## config.mk

```make
export PLATFORM = sky130hd
export DESIGN_NAME = l2_arbiter
export DESIGN_NICKNAME = d
export VERILOG_FILES = /design/src/rtl/l2_arb_pkg.sv /design/src/rtl/l2_arbiter.sv
export SDC_FILE = /design/constraint.sdc
export NUM_CORES = 1
export LEC_CHECK = 0
export ABC_AREA = 1
export BUFFER_PORTS_ARGS = -buffer_cell sky130_fd_sc_hd__clkbuf_2
export CAP_MARGIN = 20
export CORE_AREA = 3 3 558 560
export CTS_BUF_LIST = sky130_fd_sc_hd__clkbuf_8 sky130_fd_sc_hd__clkbuf_16
export CTS_CLUSTER_SIZE = 16
export DETAILED_ROUTE_END_ITERATION = 10
export DIE_AREA = 0 0 561 563
export PLACE_DENSITY = 0.3
export SLEW_MARGIN = 0
export SYNTH_ARGS = -nofsm -noshare
export SYNTH_HDL_FRONTEND = slang
export SYNTH_SLANG_ARGS = --single-unit
export TNS_END_PERCENT = 100
```

## constraint.sdc

```tcl
create_clock -name clk -period 1.6 [get_ports clk]
set_clock_uncertainty 0.1 [all_clocks]
set_input_delay 0.48 -clock clk [delete_from_list [all_inputs] [get_ports clk]]
set_output_delay 0.48 -clock clk [all_outputs]
set_load 0.005 [all_outputs]
```

## src/rtl/l2_arb_pkg.sv

```systemverilog
// Shared types and constants for the L1-to-L2 request arbiter.
package l2_arb_pkg;

    typedef enum logic [1:0] {
        IDLE    = 2'd0,
        GRANT_I = 2'd1,
        GRANT_D = 2'd2
    } arb_state_t;

    typedef enum logic {
        REQ_I = 1'b0,
        REQ_D = 1'b1
    } requester_t;

    localparam int L2_LINE_W = 256;
    localparam int L2_BE_W   = 32;

endpackage

```

## src/rtl/l2_arbiter.sv

```systemverilog
// l2_arbiter: serialises I-cache and D-cache line requests onto the single
// L2 request port and routes the L2 completion back to the granted side.
// A mandatory IDLE cycle separates consecutive grants.
// Optional feature macro: L2_ARB_ROUND_ROBIN_EN (round-robin on simultaneous
// requests); when undefined the D-cache wins every tie.
module l2_arbiter
    import l2_arb_pkg::*;
#(
    parameter int ADDR_W = 32,
    parameter int LINE_W = L2_LINE_W
) (
    input  logic                  clk,
    input  logic                  rst_n,
    input  logic                  icache_read,
    input  logic [ADDR_W-1:0]     icache_address,
    output logic [LINE_W-1:0]     icache_rdata,
    output logic                  icache_resp,
    input  logic                  dcache_read,
    input  logic                  dcache_write,
    input  logic [ADDR_W-1:0]     dcache_address,
    input  logic [LINE_W-1:0]     dcache_wdata,
    input  logic [LINE_W/8-1:0]   dcache_byte_enable,
    output logic [LINE_W-1:0]     dcache_rdata,
    output logic                  dcache_resp,
    output logic                  l2_read,
    output logic                  l2_write,
    output logic [ADDR_W-1:0]     l2_address,
    output logic [LINE_W-1:0]     l2_wdata,
    output logic [LINE_W/8-1:0]   l2_byte_enable256,
    input  logic [LINE_W-1:0]     l2_rdata,
    input  logic                  l2_resp
);

    arb_state_t state_reg, state_next;
    requester_t last_grant_reg, last_grant_next;

    logic icache_req;
    logic dcache_req;

    assign icache_req = icache_read;
    assign dcache_req = dcache_read | dcache_write;

    // Read data is shared; each side only trusts it while its resp is high.
    assign icache_rdata = l2_rdata;
    assign dcache_rdata = l2_rdata;

    // State and last-served flops; reset drops any grant immediately.
    always_ff @(posedge clk or negedge rst_n) begin
        if (!rst_n) begin
            state_reg      <= IDLE;
            last_grant_reg <= REQ_I;
        end else begin
            state_reg      <= state_next;
            last_grant_reg <= last_grant_next;
        end
    end

    // Next-state: pick a winner in IDLE, hold a grant until L2 completes.
    always_comb begin
        state_next      = state_reg;
        last_grant_next = last_grant_reg;
        case (state_reg)
            IDLE: begin
                if (icache_req && dcache_req) begin
`ifdef L2_ARB_ROUND_ROBIN_EN
                    state_next = (last_grant_reg == REQ_I) ? GRANT_D : GRANT_I;
`else
                    state_next = GRANT_D;
`endif
                end else if (icache_req) begin
                    state_next = GRANT_I;
                end else if (dcache_req) begin
                    state_next = GRANT_D;
                end
            end
            GRANT_I: begin
                if (l2_resp) begin
                    state_next      = IDLE;
                    last_grant_next = REQ_I;
                end
            end
            GRANT_D: begin
                if (l2_resp) begin
                    state_next      = IDLE;
                    last_grant_next = REQ_D;
                end
            end
            default: state_next = IDLE;
        endcase
    end

    // Output mux: the granted side's live inputs drive L2; resp goes only to it.
    always_comb begin
        l2_read           = 1'b0;
        l2_write          = 1'b0;
        l2_address        = '0;
        l2_wdata          = '0;
        l2_byte_enable256 = '0;
        icache_resp       = 1'b0;
        dcache_resp       = 1'b0;
        case (state_reg)
            GRANT_I: begin
                l2_read     = icache_read;
                l2_address  = icache_address;
                icache_resp = l2_resp;
            end
            GRANT_D: begin
                // A write always wins over a simultaneous (illegal) read.
                l2_read           = dcache_read & ~dcache_write;
                l2_write          = dcache_write;
                l2_address        = dcache_address;
                l2_wdata          = dcache_wdata;
                l2_byte_enable256 = dcache_byte_enable;
                dcache_resp       = l2_resp;
            end
            default: ;
        endcase
    end

    // Simulation check: the D-cache must never read and write at once.
    always @(posedge clk) begin
        if (rst_n) begin
            assert (!(dcache_read && dcache_write))
            else $warning("l2_arbiter: dcache_read and dcache_write both high (last_grant=%0d)",
                          last_grant_reg);
        end
    end

endmodule

```

# Word level (Yosys, flattened, before mapping)
# Index checks and enable logic that the tools add are counted.
totals:
  register_bits: 2
  input_bits: 614
op_classes:
  n_bitwise: 3
  reduce_logical: 4
  muxes: 12
  n_eq_ne: 4
ops:
  columns: ["cell", "n"]
  rows:
  - ["$mux W256", 1]
  - ["$pmux W32 S2", 1]
  - ["$mux W32", 1]
  - ["$mux W2", 4]
  - ["$ne A4 B4 Y1 const B", 1]
  - ["$pmux W2 S2", 1]
  - ["$mux W1", 3]
  - ["$eq A2 B1 Y1 const B", 1]
  - ["$eq A2 B2 Y1 const B", 1]
  - ["$logic_not A2 Y1", 1]
  - ["$ne A2 B1 Y1 const B", 1]
  - ["$pmux W1 S2", 1]
  - ["$reduce_and A2 Y1", 1]
  - ["$reduce_or A2 Y1", 1]
  - ["$and A1 B1 Y1", 1]
  - ["$logic_and A1 B1 Y1", 1]
  - ["$not A1 Y1", 1]
  - ["$or A1 B1 Y1", 1]

# Depth between registers and ports, before layout
# Gate-level depths: netlist of the first run.
depth:
  ltp_word: 5
  depth_mapped: 8

# Worst setup path before layout of the first run
# OpenSTA, ideal clock, no wires.
synth_path:
  path_kind: "reg2out"
  start: "register state_reg[0]"
  end: "output l2_address[0]"
  required_ps: 1020
  path_buffers: 1
  slack_ps: -151
  arrival_ps: 1171
  stages_incl_launch_ff: 6
  path_cell_list: "dfrtp_1 -> inv_1 -> ha_1 -> inv_1 -> buf_1 -> a21oi_1"
synth_via:
  elab_chain_cells: 2
  word_cells_on_any_way: 3
synth_rtl:
  columns: ["element", "line_no", "rtl"]
  rows:
  - ["start, declared", "l2_arbiter.sv:34", "arb_state_t state_reg, state_next;"]
  - ["start signal, assigned", "l2_arbiter.sv:53", "state_reg <= state_next;"]
  - ["$eq A2 B2 Y1 / $eq A2 B1 Y1 (equally long branches)", "l2_arbiter.sv:101", "case (state_reg)"]
  - ["$pmux W32 S2 *", "l2_arbiter.sv:101", null]
  - ["end, declared", "l2_arbiter.sv:27", "output logic [ADDR_W-1:0] l2_address,"]
# Every way passes the cells marked *; elsewhere a longest branch is shown, timed or not.

# Worst setup path after layout of the first run
# Same ends and word-level chain as after synthesis.

==> results.cfg, run 1 <==
[sta]
tns_ps = -210480
rsz0062_at_grt = true
fmax_mhz = 420
relSlewSlack = 0.782
worst_slack_ps = -781
period_share = 1.49
hold_ws_ps = 517
setup_viol = 324
slew_viol_final = 0
finalHoldViolCount = 0
min_period_ps = 2380
tightest_slew_ps = 327

[detailed_routing]
routed_wl_um = 212000
first_pass_iters = 5
routed_via_density = 1.61
drt_iter0_drc = 463
num_vias = 9001
postRouteAntennaNets = 0
routedWlPerCell_um = 37.9
drc_errors = 0

[finish]
largest_register_ffs = 2
filler_cell_count = 36600
drive_gt1_frac = 0.738
area_growth_syn_to_layout_pct = 131
nets = 2106
fin_area_um2 = 16200

[synth]
synth.distinct_cells = 14
ys_warn_count = 0
async_flop_share = 1.00
syn_inst = 1258
netlist_area_um2 = 7020
synth_area_per_cell_um2 = 5.58
synth_seq_cells = 2
yosysSeqAreaShare = 0.00713
yosysTopAreaCellShare = 0.554
synth_ff_type = dfrtp_1
synth.net_count = 1875
synthTopCellsByArea = buf_4 (55%), nand2_1 (19%), inv_1 (14%)
synth_edf_count = 0
synth_top_cell_by_area = buf_4
synth_common_cells = buf_4 (518), nand2_1 (364), inv_1 (256), inv_2 (40), a21oi_1 (33)
synth_most_common_cell = buf_4

[setup_path]
crit_type = reg -> out
path_max_fanout = 8
path_buf_inv = 6
crit_required_ps = 1020
worst_path_largest_cell_delay_ps = 350
start_kind = flop
crit_chain = inv_2, buf_4, buf_6, ha_4, inv_16, buf_16, a21oi_4, buf_12
critPathArrivalTime_ps = 1800
crit_family = buffers and inverters
end_kind = output port
cp_slowest_cell = dfrtp_1

[power]
ir_drop_uv = 558
p_per_area_nw_per_um2 = 1330
total_power_mw = 21.6
power_leakage_nw = 7.82

[global_route]
grtUsageTotal = 0.126
antenna_found_initial = 163
grt_first_pass_wirelength_um = 230000
grt-ovfl-total = 0
grt_max_degree = 44
first_global_vias = 8750

[floorplanning]
dieArea_um2 = 316000
start_util = 0.0229
core_area_um2 = 306000
pin_count = 1450
die_w_um = 561
rows = 203
dieHeight_um = 563

[flow_run]
drv_cap = 0

[min_path]
hp-class = reg -> reg

[status]
violations = negative setup slack
status = finished, violations left

[clock_network]
cts_made_buffers = 3
cts_max_level = 1
cts_tree = done
ctsLongestPathBuffers = 2
cts-root-buf = clkbuf_16
insertion_delay_ps = 220
cts_num_sinks = 2
clk_pin_slew_ps = 30

[place]
port_buffers = 681
place_congestion = 0.830
placed_cell_area_um2 = 13000
dp_hpwl_um = 199000
dp_worst_setup_slack_ps = -987
worst register-to-register path, cell delays in order, from the launching register on:
cell     delay [ps]
dfrtp_1         350
inv_2            60
buf_4           130
buf_6           110
ha_4            270
nand2_1         120
nand2_1          80
nand2_1          60
nand2_1          50
worst paths after layout:
path,startpoint,end,slack (ps),depth (start not counted)
max,state_reg[0],l2_address[0],-780,8
min,state_reg[0],state_reg[0],520,3
max reg2reg,state_reg[0],state_reg[0],170,8
min reg2reg,state_reg[0],state_reg[0],520,3
max in group asynchronous,rst_n,state_reg[1],720,2
min in group asynchronous,rst_n,state_reg[1],550,2
report_power, final:
| part | internal [mW] | total, mW | switching [mW] |
|---|---|---|---|
| clock | 0.318 | 0.374 | 0.0565 |
| sequential | 0.0705 | 0.0877 | 0.0172 |
| combinational | 9.69 | 21.1 | 11.4 |
area by class of cell:
| class | count | area [um2] | share of cell area |
|---|---|---|---|
| tap | 4100 | 5130 | 0.316 |
| clock buffer | 3 | 75.1 | 0.00463 |
| timing repair buffer | 781 | 7000 | 0.431 |
| inverter | 296 | 1180 | 0.0731 |
| multi-input combinational | 405 | 2740 | 0.169 |
| antenna | 17 | 42.5 | 0.00262 |
| sequential | 2 | 51.3 | 0.00316 |
metrics by stage:
| stage | utilization | instances |
|---|---|---|
| 3_5_place_dp | 0.0424 | 5525 |
| 2_1_floorplan | - | 1258 |
| 4_1_cts | 0.0499 | 5568 |
| 3_3_place_gp | 0.0424 | 5525 |
| 6_report | 0.0529 | 5604 |
| 5_1_grt | 0.0528 | 5588 |
cells in the final DEF, fill, tap and decap left out, drive strengths merged:
master and count:
clkbuf 550, nand2 364, inv 296, buf 233
a21oi 33, diode 17, nor2 3, ha 3
dfrtp 2, nand3b 1, nand4 1, dlygate4sd3 1
kinds of logic (layout without fill, tap and decap cells):
group / Yosys count / in the layout / synth area share
AOI/OAI and AO/OA: 33 / 33 / 0.0235
adders and majority gates: 3 / 3 / 0.00535
buffers and inverters: 851 / 1080 / 0.766
DFF: 2 / 2 / 0.00713
other: 0 / 17 / 0
and+or+nand+nor: 369 / 369 / 0.198
routing by layer:
| layer | wire (um) | up-vias | track usage | part of all wire |
|---|---|---|---|---|
| met3 | 61800 | 436 | 0.173 | 0.29 |
| li1 | - | 3466 | - | - |
| met1 | 51200 | 3684 | 0.0882 | 0.24 |
| met2 | 92000 | 1359 | 0.197 | 0.43 |
| met4 | 6930 | 56 | 0.0290 | 0.033 |
| met5 | 392 | - | 0 | 0.0018 |
timing repair:
item,4_1_cts,5_1_grt
pin swaps,61,31
gates resized for setup,462,234
endpoints found under the setup margin,324,324
hold buffers,1,0
buffers inserted,29,12
cloned,13,16
hold endpoints to repair,2,0
Note: power is estimated with default switching activity, not from simulation.
==> run 2: changes to the inputs <==
- ABC_AREA: 1 -> default
- CAP_MARGIN: 20 -> default
- CORE_AREA: 3 3 558 560 -> 3 3 556 558
- DIE_AREA: 0 0 561 563 -> 0 0 559 561
==> run 2 against run 1 <==
Effect of this change:
- the flow still finishes with violations (negative setup slack)
- first-iteration DRC count is 25% lower
- worst setup slack better by 14 ps
- die area is 0.71% lower
==> results.cfg, run 2 <==
[status]
status = finished, violations left
violations = negative setup slack

[clock_network]
insertion_delay_ps = 220
ctsLongestPathBuffers = 2
cts_tree = done
cts_made_buffers = 3
cts_max_level = 1
cts-root-buf = clkbuf_16
clk_pin_slew_ps = 30
cts_num_sinks = 2

[finish]
drive_gt1_frac = 0.819
final_util = 0.0495
area_growth_syn_to_layout_pct = 126
largest_register_ffs = 2
fin_cells = 5274
layout_common_cells = clkbuf_2 (446), and2_1 (159), and2_4 (133)
filler_cell_count = 36100
layout_commonest_cell = clkbuf_2
nets = 1736

[sta]
hold_ws_ps = 534
worst_slack_ps = -767
min_period_ps = 2370
setup_viol = 326
slew_viol_final = 0
finalHoldViolCount = 0
relSlewSlack = 0.769
fmax_mhz = 423
period_share = 1.48
rsz0062_at_grt = true
tightest_slew_ps = 346

[synth]
synth_common_cells = buf_4 (513), and2_1 (292), a22oi_1 (32), nor2b_1 (32), buf_6 (31)
synth_most_common_cell = buf_4
synth_area_per_cell_um2 = 7.18
synth_ff_type = dfrtp_1
yosysSeqAreaShare = 0.00750
ys_warn_count = 0
synth_seq_cells = 2
netlist_area_um2 = 6670
synth_edf_count = 0
yosysTopAreaCellShare = 0.577
synthTopCellsByArea = buf_4 (58%), and2_1 (27%), buf_6 (5.2%)
syn_inst = 929
synth.net_count = 1546
synth_top_cell_by_area = buf_4
synth.distinct_cells = 17
async_flop_share = 1.00

[setup_path]
crit_family = buffers and inverters
crit_path_frequent_cell = buf_6
crit_required_ps = 1020
path_max_fanout = 7
cp_slowest_cell = ha_4
worst_path_largest_cell_delay_ps = 380
r2r_slack_ps = -400
crit_chain = inv_2, buf_6, ha_4, clkbuf_16, buf_6, and2_4, buf_12
r2r-start = state_reg[0]
end_kind = output port
start_kind = flop
r2r_end = state_reg[1]
worstRegToRegCells = 9
crit_type = reg -> out
critPathArrivalTime_ps = 1790
path_buf_inv = 5

[power]
power_leakage_nw = 5.39
p_per_area_nw_per_um2 = 1630
ir_drop_uv = 638

[place]
place_congestion = 0.758
port_buffers = 681
dp_hpwl_um = 204000
dpl.cell_count = 5187
dp_worst_setup_slack_ps = -649

[flow_run]
drv_cap = 0

[min_path]
holdPathEnd = state_reg[0]
hp-class = in -> reg
hold-path-cell-count = 3
hp-start = icache_read

[detailed_routing]
num_vias = 7908
routedWlPerCell_um = 40.6
routed_wl_um = 214000
drc_errors = 0
first_pass_iters = 4
drt_iter0_drc = 346
routed_via_density = 1.50
postRouteAntennaNets = 0

[global_route]
grt_first_pass_wirelength_um = 235000
grtUsageTotal = 0.130
grt-ovfl-total = 0
grt_max_degree = 31
first_global_vias = 7595
antenna_found_initial = 220

[floorplanning]
core_area_um2 = 305000
rows = 203
pin_count = 1450
die_w_um = 559
start_util = 0.0219
dieHeight_um = 561
dieArea_um2 = 314000
-- run 2: cell types whose count changed in the layout (fill, tap and decap cells not counted), sizes merged, moves of 8 or more --
| cell | change |
|---|---|
| and2 | +292 |
| a22oi | +32 |
| nand2 | -361 |
| inv | -294 |
| a21oi | -31 |
| clkbuf | -50 |
| buf | +8 |
| nor2b | +32 |
| diode | +40 |
-- run 2: logic make-up after synthesis --
group	share of synthesized area
simple gates	0.309
compound gates	0.0394
buf+inv	0.638
flops	0.00750
fa+ha+maj	0.00563
-- run 2: power breakdown --
part	internal (mW)	switching, mW
Sequential	0.0786	0.0332
Clock	0.319	0.0630
Combinational	11.5	12.5
Total	11.9	12.6
-- run 2: timing repair --
| action | 4_1_cts | 5_1_grt |
|---|---|---|
| gates cloned | 7 | 9 |
| pin swaps | 32 | 25 |
| setup endpoints to repair | 326 | 326 |
| hold buffers | 1 | 0 |
| gates resized for setup | 179 | 310 |
| buffers inserted | 9 | 5 |
| hold endpoints to repair | 2 | 0 |
-- run 2: how the worst max path moves through the flow --
stage	from	endpoint	slack (ps)	cells after the start
detailed placement	state_reg[0]	l2_address[8]	-650	7
finish	state_reg[0]	l2_read	-770	7
floorplan	state_reg[0]	l2_read	-100	7
global route	state_reg[0]	l2_read	-830	7
CTS	state_reg[0]	l2_wdata[4]	-790	7
global placement	state_reg[0]	l2_address[8]	-580	7
-- run 2: stage by stage --
stage               power [mW]  setup TNS, ps  cell area (um2)
CTS                       23.6        -233330            14100
detailed placement        20.1        -164690            13100
global placement          20.1        -145050            13100
floorplan                 6.39         -31190             6850
global route              26.7        -238460            15000
finish                    24.6        -209570            15100
-- run 2: per-layer routing --
layer | vias up | global-route usage | part of all wire
li1 | 2775 | - | -
met3 | 526 | 0.187 | 0.31
met1 | 3169 | 0.0854 | 0.23
met2 | 1362 | 0.203 | 0.43
met4 | 76 | 0.0247 | 0.032
met5 | - | 0 | 0.0024
-- run 2: area by class of cell --
| type | instances | area (um2) | area share |
|---|---|---|---|
| Clock buffer | 3 | 75.1 | 0.00497 |
| Antenna cell | 57 | 143 | 0.00944 |
| Sequential cell | 2 | 51.3 | 0.00340 |
| Inverter | 2 | 10.0 | 0.000663 |
| Tap cell | 4100 | 5130 | 0.340 |
| Timing Repair Buffer | 740 | 6780 | 0.449 |
| Multi-Input combinational cell | 370 | 2920 | 0.193 |
-- run 2: worst reg2reg max path, delay by kind of cell (launching register included) --
kind,cells,cell delay (ps)
adders and majority gates,1,390
and+or+nand+nor,2,260
buffers and inverters,5,660
AOI/OAI and AO/OA,1,110
DFF,1,350
==> run 3: changes to the inputs <==
- SKIP_LAST_GASP: default -> 1
==> run 3 against run 2 <==
Effect of this change:
- the flow still finishes with violations (negative setup slack)
- register-to-register slack improved by 230 ps
- die area did not move
- critical path depth did not move
- fmax rose by 0.69%
- global-route usage barely moved
- non-clock buffer count rose by 1
- power fell by 5.0%
- flip-flop and latch count did not move
- critical path type unchanged
- largest cell class unchanged
==> results.cfg, run 3 (synthesis results as in run 2) <==
[status]
status = finished, violations left
violations = negative setup slack

[setup_path]
r2r-start = state_reg[0]
end_kind = output port
r2r_end = state_reg[1]
critPathArrivalTime_ps = 1770
crit_type = reg -> out
critPathLaunch = state_reg[1]
r2r_slack_ps = -170
start_kind = flop
cp-endpoint = l2_address[9]
worstRegToRegCells = 8
crit_required_ps = 1020
path_max_fanout = 6

[finish]
area_growth_syn_to_layout_pct = 119
nets = 1737
filler_cell_count = 36200
drive_gt1_frac = 0.784
layout_common_cells = clkbuf_2 (458), and2_1 (178), buf_12 (121)
layout_commonest_cell = clkbuf_2
fin_area_um2 = 14600
fin_cells = 5273
largest_register_ffs = 2

[sta]
setup_viol = 326
relSlewSlack = 0.753
tightest_slew_ps = 371
period_share = 1.47
rsz0062_at_grt = true
min_period_ps = 2350
worst_slack_ps = -750
finalHoldViolCount = 0
fmax_mhz = 425
slew_viol_final = 0

[detailed_routing]
drt_iter0_drc = 356
highest_layer = met5
first_pass_iters = 4
routed_via_density = 1.50
num_vias = 7934
drt-met1-wl_um = 49400
routedWlPerCell_um = 40.5
wl_met3_um = 65000
drc_errors = 0
met2_wirelength_um = 92100
postRouteAntennaNets = 0
routed_wl_um = 214000

[place]
place_congestion = 0.758
placed_cell_area_um2 = 13100
dpl.cell_count = 5187
port_buffers = 681
dp_hpwl_um = 204000

[global_route]
first_global_vias = 7577
grt_first_pass_wirelength_um = 235000
grt_max_degree = 31
grt-ovfl-total = 0
antenna_found_initial = 223
grtUsageTotal = 0.130

[power]
pwr-share-comb = 0.979
p_clk_frac = 0.016
pwr-share-seq = 0.005
total_power_mw = 23.3
internal-power_mw = 11.0
switchingPower_mw = 12.3
ir_drop_uv = 560
power_leakage_nw = 5.21
netSwitchingFraction = 0.527
p_per_area_nw_per_um2 = 1600

[clock_network]
ctsLongestPathBuffers = 2
cts_made_buffers = 3
cts-root-buf = clkbuf_16
cts_tree = done
cts_num_sinks = 2
insertion_delay_ps = 220
cts_max_level = 1
clk_pin_slew_ps = 30

[floorplanning]
dieArea_um2 = 314000
dieHeight_um = 561
rows = 203
core_area_um2 = 305000
start_util = 0.0219
pin_count = 1450
die_w_um = 559

[flow_run]
drv_cap = 0

[min_path]
hp-class = in -> reg
run 3: cell count changes in the layout (fill, tap and decap cells not counted), sizes merged:
cell,delta
buf,-20
clkbuf,+21
diode,-2
run 3: per-stage QoR:
step	worst slack, ps	utilization	setup TNS [ps]	hold WS [ps]
finish	-750	0.0478	-210310	540
global route	-817	0.0474	-238280	579
floorplan	-101	-	-31190	84.4
global placement	-580	0.0430	-145050	169
CTS	-800	0.0452	-237400	549
detailed placement	-649	0.0430	-164690	174
run 3: how the worst min path moves through the flow:
stage / start / end / slack [ps] / cells after the start
global route: rst_n / state_reg[1] / 580 / 2
global placement: rst_n / state_reg[0] / 170 / 1
floorplan: rst_n / state_reg[0] / 80 / 0
CTS: icache_read / state_reg[0] / 550 / 3
detailed placement: rst_n / state_reg[0] / 170 / 1
finish: icache_read / state_reg[0] / 540 / 3
run 3: routing by layer:
| metal | vias up | global-route usage |
|---|---|---|
| met1 | 3151 | 0.0854 |
| li1 | 2774 | - |
| met3 | 542 | 0.187 |
| met2 | 1379 | 0.203 |
| met5 | - | 0 |
| met4 | 88 | 0.0247 |
run 3: cell type report:
| class | count | area (um2) | share of cell area |
|---|---|---|---|
| flip-flops and latches | 2 | 51.3 | 0.00352 |
| multi-input cells | 370 | 2740 | 0.188 |
| clock buffers | 3 | 75.1 | 0.00515 |
| well taps | 4100 | 5130 | 0.352 |
| repair buffers | 741 | 6440 | 0.442 |
| diodes | 55 | 138 | 0.00943 |
| inverters | 2 | 7.51 | 0.000515 |
run 3: repair_timing:
item / CTS / global route
buffers inserted: 9 / 7
gates resized for setup: 94 / 252
pin swaps: 1 / 34
gates cloned: 7 / 8
endpoints found under the hold margin: 2 / 0
endpoints found under the setup margin: 326 / 326
hold buffers: 1 / 0
run 3: power by group through the flow:
stage | clock network (mW) | registers [mW] | logic (mW)
6_report | 0.382 | 0.107 | 22.9
3_3_place_gp | 0 | 0.0968 | 20.0
5_1_grt | 0.392 | 0.109 | 24.9
4_1_cts | 0.384 | 0.104 | 22.5
2_1_floorplan | 0 | 0.0917 | 6.30
3_5_place_dp | 0 | 0.102 | 20.0
run 3: worst max-delay path: stages (launching register included):
cell and delay, ps:
dfrtp_2 430, inv_2 130, ha_4 210, buf_12 160
clkbuf_16 180, a22oi_1 80, nor2b_1 130, clkbuf_8 180
